===== config.mk =====
export PLATFORM = sky130hd
export DESIGN_NAME = fetch_unit
export DESIGN_NICKNAME = d
export VERILOG_FILES = /design/src/rtl/fetch_unit.sv
export SDC_FILE = /design/constraint.sdc
export NUM_CORES = 1
export LEC_CHECK = 0
export BUFFER_PORTS_ARGS = -buffer_cell sky130_fd_sc_hd__buf_2
export CAP_MARGIN = 40
export CORE_MARGIN = 4
export CORE_UTILIZATION = 50
export DETAILED_ROUTE_END_ITERATION = 7
export MAX_ROUTING_LAYER = met4
export PLACE_DENSITY_LB_ADDON = 0.12
export SYNTH_ARGS = -nofsm -noshare
export SYNTH_HDL_FRONTEND = slang
export SYNTH_SLANG_ARGS = --single-unit

===== constraint.sdc =====
create_clock -name clk -period 3.1 [get_ports clk]
set_input_delay 0.31 -clock clk [delete_from_list [all_inputs] [get_ports clk]]
set_output_delay 0.31 -clock clk [all_outputs]
set_load 0.02 [all_outputs]

===== src/rtl/fetch_unit.sv =====
// Instruction-fetch stage: owns the PC, fetches from a variable-latency
// instruction memory, holds the word for the core and resolves the next PC.
module fetch_unit #(
  parameter int unsigned     XLEN     = 32,
  parameter logic [XLEN-1:0] RESET_PC = '0
) (
  input  logic            clk,
  input  logic            rst_n,
  output logic            imem_req,
  output logic [XLEN-1:0] imem_addr,
  input  logic            imem_ready,
  input  logic [31:0]     imem_rdata,
  output logic            instr_valid,
  output logic [31:0]     instr,
  output logic [XLEN-1:0] pc,
  output logic [XLEN-1:0] pc_plus4,
  input  logic            instr_ack,
  input  logic            jal,
  input  logic            jalr,
  input  logic            branch,
  input  logic            zero,
  input  logic            neg,
  input  logic [XLEN-1:0] imm,
  input  logic [XLEN-1:0] alu_result,
  output logic [31:0]     instret
);

  typedef enum logic [1:0] {
    S_IDLE,
    S_REQ,
    S_VALID
  } state_e;

  localparam logic [XLEN-1:0] PC_STEP = XLEN'(4);

  state_e          state_q, state_d;
  logic [XLEN-1:0] pc_q, pc_d;
  logic [31:0]     instr_q, instr_d;
  logic [31:0]     instret_q, instret_d;

  logic [2:0]      func3;
  logic            cond;
  logic            taken;
  logic [XLEN-1:0] seq_pc;
  logic [XLEN-1:0] next_pc;
  logic            unused_alu_lsb;

  assign unused_alu_lsb = alu_result[0];

  assign func3  = instr_q[14:12];
  assign seq_pc = pc_q + PC_STEP;

  always_comb begin
    cond = 1'b0;
    case (func3)
      3'b000:  cond = zero;
      3'b001:  cond = ~zero;
      3'b100:  cond = neg;
      3'b101:  cond = ~neg;
      default: cond = 1'b0;
    endcase
  end

  assign taken = branch & cond;

  // jalr outranks jal; a branch qualified alongside jal still lands on pc+imm.
  always_comb begin
    next_pc = seq_pc;
    if (jalr) begin
      next_pc = {alu_result[XLEN-1:1], 1'b0};
    end else if (jal || taken) begin
      next_pc = pc_q + imm;
    end
  end

  always_comb begin
    state_d   = state_q;
    pc_d      = pc_q;
    instr_d   = instr_q;
    instret_d = instret_q;
    case (state_q)
      S_IDLE: begin
        state_d = S_REQ;
      end
      S_REQ: begin
        if (imem_ready) begin
          instr_d = imem_rdata;
          state_d = S_VALID;
        end
      end
      S_VALID: begin
        if (instr_ack) begin
          pc_d      = next_pc;
          instret_d = instret_q + 32'd1;
          state_d   = S_REQ;
        end
      end
      default: begin
        state_d = S_IDLE;
      end
    endcase
  end

  always_ff @(posedge clk or negedge rst_n) begin
    if (!rst_n) begin
      state_q   <= S_IDLE;
      pc_q      <= RESET_PC;
      instr_q   <= '0;
      instret_q <= '0;
    end else begin
      state_q   <= state_d;
      pc_q      <= pc_d;
      instr_q   <= instr_d;
      instret_q <= instret_d;
    end
  end

  // Request/valid decode straight from the state flop so reset drops them at once.
  assign imem_req    = (state_q == S_REQ);
  assign instr_valid = (state_q == S_VALID);
  assign imem_addr   = pc_q;
  assign pc          = pc_q;
  assign pc_plus4    = seq_pc;
  assign instr       = instr_q;
  assign instret     = instret_q;

endmodule


==> results by group, run 1 <==
Run status
  – Status: completed

Routing
  – Drt drc: 0
  – Routed WL: 20100 µm
  – Vias/cell: 5.52
  – Vias: 6533
  – Drt first pass iters: 5
  – DR WL/cell: 17.0 µm
  – Antenna viol nets, final: 0
  – Iteration-0 DRC Markers: 378

Hold path
  – Worst Hold Class: in -> reg
  – Worst hold path startpoint: imem_rdata[23]
  – Hold depth: 2
  – Worst Hold End: instr[23]

Pwr
  – Power share of the combinational group: 61.8%
  – Power Dens Cells: 1000 mW/mm²
  – Pint: 4.51 mW
  – Clock share of power: 13.8%
  – Max VDD drop: 0.526 mV
  – Sequential power share: 24.4%
  – Net Sw Frac: 48.2%
  – Total power: 8.71 mW
  – Switching pwr: 4.19 mW
  – Pleak: 4.41 nW

Global routing
  – Global-route usage over all layers: 25.9%
  – Pin count of the biggest net entering global routing: 57
  – Initial antenna violation count: 0
  – Global-route wire length before repair: 32400 µm
  – Vias in the first global route: 6303
  – Grt ovf: 0

Setup path
  – Crit-path max FO: 6
  – R2R depth: 10
  – Worst setup SP type: flip-flop
  – CP arrival: 3.17 ns
  – R2R Path End: imem_addr[31]
  – CP endpoint kind: flip-flop
  – Flop-to-flop setup slack: 0.16 ns
  – Data required time at the worst endpoint: 3.33 ns
  – CP Class: reg -> reg
  – FF-to-FF Start: imem_addr[1]

Synthesis
  – Area fraction of the dominant cell type after synthesis: 35.9%
  – Synth cell types: 62
  – Area contributors post-synth: dfrtp_1, xnor2_1, ha_1, mux2_2, nand2_1
  – Most frequent cells after synthesis: dfrtp_1, nand2_1, xnor2_1
  – Yosys top cell by area: dfrtp_1
  – Post-Synthesis Net Count: 890
  – Mapped Area: 0.00683 mm²
  – Number of flops mapped to enable cells by yosys: 0
  – Ys Warns: 0
  – Share of flip-flops with an asynchronous set or reset: 100%
  – Syn Inst Count: 751
  – Most frequent cell after synthesis: dfrtp_1
  – Avg Inst Size Synth: 9.09 µm²
  – Seq cells post-synth: 98
  – Post-synth top flop: dfrtp_1
  – Sequential share of the synthesized area: 35.9%

Clock tree
  – Clk root buf: clkbuf_16
  – Clk slew on worst S/H paths: 0.08 ns
  – CTS Sinks: 98
  – CTS buffer count: 9
  – Clock tree buffer depth: 2
  – Clk Latency, worst-skew pair: 0.35 ns
  – CTS tree: built
  – # H-tree levels: 3

Floorplanning
  – Num rows: 42
  – Initial Utilization: 51.3%
  – DIE AREA: 0.0156 mm²
  – I/O pin cnt: 267
  – Core box area: 0.0133 mm²
  – Height of the chip: 125 µm
  – DIE WIDTH: 125 µm

Finish
  – Nets: 1141
  – Util after Layout: 65.5%
  – Layout area overhead: 27.6%
  – Cell Count, Final, Fillers Out: 1183
  – Share of cells above drive strength 1: 37.5%
  – Ant diodes: 0

STA
  – Hold_ws: 0.187 ns
  – Slew @ Worst Pin: 0.750 ns
  – Min Clock Period, post-route: 2.94 ns
  – Fmax: 0.341 GHz
  – Slew Limit Headroom: 49.8%
  – Final setup viols: 0
  – Fin crit share: 94.7%
  – Skew final: 0.0104 ns
  – Fin. Hold Viols: 0
  – Slew Viols, Final: 0

Run
  – Max-cap violations: 0

Place
  – Estimated wirelength of the detail-placed design: 15500 µm
  – GP Congestion: 0.899
  – Post-Place Cells: 1166
  – Buffers on Ports: 265
==> worst max-delay path, stage by stage (launching register included) <==
cell and delay [ns]:
dfrtp_2 0.46, ha_1 0.36, a211oi_4 0.29, o21ai_1 0.13, a21oi_2 0.18, a31oi_1 0.20, o211a_1 0.35, a31o_2 0.28
o22ai_1 0.18, xnor2_1 0.10, o311a_1 0.28
==> metrics by stage <==
| step | setup TNS, ns | setup WS (ns) | instance area, µm² |
|---|---|---|---|
| 4_1_cts | 0 | 0.0424 | 8620 |
| 2_1_floorplan | 0 | 0.0769 | 6830 |
| 6_report | 0 | 0.164 | 8710 |
| 5_1_grt | -0.0102 | -0.0102 | 8710 |
| 3_5_place_dp | 0 | 0.0714 | 8290 |
| 3_3_place_gp | 0 | 0.106 | 8290 |
==> power by group through the flow <==
stage	logic (mW)	registers, mW	clock network (mW)
floorplan	3.26	2.69	0
global placement	5.25	2.12	0
detailed placement	5.29	2.14	0
CTS	5.31	2.11	1.22
global route	5.86	2.20	1.27
finish	5.38	2.12	1.20
==> cell type report <==
class | instances | area, µm²
fillers | 1138 | 4590
multi-input cells | 577 | 4060
flip-flops and latches | 98 | 2450
repair buffers | 297 | 1580
clock buffers | 10 | 239
well taps | 176 | 220
clock inverters | 6 | 83.8
inverters | 19 | 71.3
==> registers in the layout, indices dropped and copies added, names as in the netlist <==
| name | cells |
|---|---|
| instret | 32 |
| instr | 32 |
| state_q | 2 |
| imem_addr | 32 |
==> placed cells by master (no fill, tap or decap), drive strengths merged, types with 8 or more instances in the layout <==
cell type / instances
buf: 296
dfrtp: 98
nand2: 81
xnor2: 55
o21ai: 54
nor2: 49
a21oi: 45
ha: 33
mux2: 32
nand3: 29
xor2: 28
inv: 20
and3: 18
nand4: 13
a21o: 13
clkbuf: 10
a211oi: 10
mux2i: 9
o211ai: 9
nand2b: 8
a31oi: 8
==> worst max-delay path by stage <==
stage | startpoint | endpoint | slack [ns] | depth (start not counted)
floorplan | imem_addr[0] | imem_addr[28] | 0.08 | 12
finish | imem_addr[1] | imem_addr[31] | 0.16 | 10
global placement | imm[0] | imem_addr[28] | 0.11 | 13
global route | imem_addr[1] | imem_addr[31] | -0.01 | 10
detailed placement | imm[0] | imem_addr[28] | 0.07 | 13
CTS | imem_addr[1] | imem_addr[28] | 0.04 | 11
==> cell families (layout without fill, tap and decap cells) <==
kind of cell	Yosys count	count (layout)	synth area share (%)
XOR/XNOR	83	83	10.7
adder cells (fa/ha/maj)	34	34	6.34
AO/OA/AOI/OAI	181	181	17.3
flip-flops	98	98	35.9
AND/OR/NAND/NOR	238	238	17.1
buffers and inverters	76	332	6.09
multiplexers	41	41	6.60
==> layer usage <==
layer / vias to the layer above / share of wire, % / GRT usage, %
met5: - / 0 / -
li1: 3159 / - / -
met3: 23 / 6.4 / 3.34
met2: 256 / 48 / 41.7
met1: 3095 / 44 / 34.9
met4: 0 / 1.6 / 6.95
==> timing repair <==
item	in CTS	in global routing
endpoints found under the setup margin	0	11
hold buffers	1	0
gates resized for setup	0	17
endpoints found under the hold margin	42	0
setup buffers	0	0
Note: power is estimated with default switching activity, not from simulation.
==> run 2: changes to the inputs <==
HOLD_SLACK_MARGIN = 0.08   (was unset)
PLACE_DENSITY = 0.91   (was unset)
PLACE_DENSITY_LB_ADDON = unset   (was 0.12)
==> results by group, run 2 (synthesis results as in run 1) <==
Clock tree
  – Clock tree buffer depth: 2
  – Clk root buf: clkbuf_16
  – # H-tree levels: 3
  – CTS buffer count: 9
  – CTS tree: built
  – CTS Sinks: 98
  – Clk Latency, worst-skew pair: 0.35 ns
  – Clk slew on worst S/H paths: 0.08 ns

Routing
  – Iteration-0 DRC Markers: 499
  – DR WL/cell: 17.5 µm
  – Drt drc: 0
  – Drt first pass iters: 7
  – Routed WL: 20600 µm
  – Vias: 6694
  – Antenna viol nets, final: 0
  – Vias/cell: 5.67

Hold path
  – Worst Hold End: instr[16]
  – Hold depth: 2
  – Worst hold path startpoint: imem_rdata[16]
  – Worst Hold Class: in -> reg

Finish
  – Fillers: 1074
  – Layout area overhead: 26.5%
  – Register Area: 0.00245 mm²
  – Share of cells above drive strength 1: 36.7%
  – Most frequent cells in the layout: buf_2, dfrtp_1, nand2_1
  – Footprint of the multi-input gates: 0.00400 mm²
  – Util after Layout: 64.9%
  – Nets: 1137
  – Leading cell type in the layout, fill and taps excluded: buf_2
  – Cell Count, Final, Fillers Out: 1180

Floorplanning
  – I/O pin cnt: 267
  – Height of the chip: 125 µm
  – Initial Utilization: 51.3%
  – DIE AREA: 0.0156 mm²
  – DIE WIDTH: 125 µm
  – Core box area: 0.0133 mm²
  – Num rows: 42

Pwr
  – Max VDD drop: 0.485 mV
  – Power Dens Cells: 1000 mW/mm²
  – Pleak: 4.39 nW

STA
  – Setup ws final: 0.132 ns
  – Hold_ws: 0.186 ns
  – Slew @ Worst Pin: 0.778 ns
  – Fin crit share: 95.7%
  – Slew Limit Headroom: 47.9%
  – Final setup viols: 0
  – Slew Viols, Final: 0
  – Fin. Hold Viols: 0
  – Fmax: 0.337 GHz
  – Skew final: 0.0109 ns
  – Setup_tns: 0 ns
  – Min Clock Period, post-route: 2.97 ns

Global routing
  – Grt ovf: 0
  – Vias in the first global route: 6470
  – Global-route wire length before repair: 32700 µm
  – Pin count of the biggest net entering global routing: 99
  – Global-route usage over all layers: 26.3%
  – Initial antenna violation count: 1

Place
  – Estimated wirelength of the detail-placed design: 15400 µm
  – Pre-CTS WS: -0.0289 ns
  – GP Congestion: 0.911
  – Post-Place Cells: 1156
  – Buffers on Ports: 265

Setup path
  – Worst setup SP type: flip-flop
  – CP Class: reg -> reg
  – R2R depth: 10
  – Flop-to-flop setup slack: 0.13 ns
  – Crit-path max FO: 6
  – FF-to-FF Start: imem_addr[1]
  – Beginning of the critical path: imem_addr[1]
  – CP arrival: 3.21 ns
  – CP endpoint kind: flip-flop
  – R2R Path End: imem_addr[31]
  – Data required time at the worst endpoint: 3.34 ns

Run
  – Max-cap violations: 0

Run status
  – Status: completed
## run 2: area by class of cell
cell class / count / share of cell area, %
Multi-Input combinational cell: 577 / 46.4
Sequential cell: 98 / 28.4
Timing Repair Buffer: 293 / 18.3
Clock buffer: 9 / 2.61
Tap cell: 176 / 2.55
Clock inverter: 7 / 0.884
Inverter: 19 / 0.826
Antenna cell: 1 / 0.0290
## run 2: critical path, cell delays in order (launching register included)
cell and delay [ns]:
dfrtp_1 0.44, ha_1 0.35, a211oi_2 0.29, o21ai_1 0.13
a21oi_2 0.26, a31oi_1 0.21, o211a_1 0.35, a31o_2 0.28
o22ai_1 0.18, xnor2_1 0.09, o311a_1 0.28
## run 2: power breakdown
part           switching (mW)  internal (mW)  leakage [nW]
registers               0.446           1.72          1.23
logic                    3.23           2.11          3.01
clock network           0.574          0.575         0.149
total                    4.25           4.40          4.39
## run 2: worst max-delay path by stage
| stage | to | slack (ns) | cells past startpoint |
|---|---|---|---|
| after floorplan | imem_addr[28] | 0.08 | 12 |
| after global placement | imem_addr[28] | 0.03 | 13 |
| after detailed placement | imem_addr[28] | -0.03 | 13 |
| after CTS | imem_addr[28] | 0.01 | 12 |
| after global routing | imem_addr[31] | -0.04 | 10 |
| final | imem_addr[31] | 0.13 | 10 |
## run 2: metrics by stage
stage | area (µm²) | total power [mW]
after floorplan | 6830 | 5.95
after global placement | 8240 | 7.23
after detailed placement | 8240 | 7.38
after CTS | 8550 | 8.56
after global routing | 8630 | 9.23
final | 8630 | 8.65
## run 2: repair_timing
action,4_1_cts,5_1_grt
endpoints found under the hold margin,98,0
setup endpoints to repair,0,7
buffers inserted,0,6
gates resized for setup,0,6
hold buffers,1,0
## run 2: routing by layer
| layer | routed length [µm] | vias to the layer above | GRT usage, % |
|---|---|---|---|
| met5 | 0 | - | - |
| met2 | 10300 | 307 | 42.8 |
| li1 | - | 3151 | - |
| met4 | 584 | 0 | 10.8 |
| met3 | 1450 | 55 | 4.42 |
| met1 | 8300 | 3181 | 32.6 |
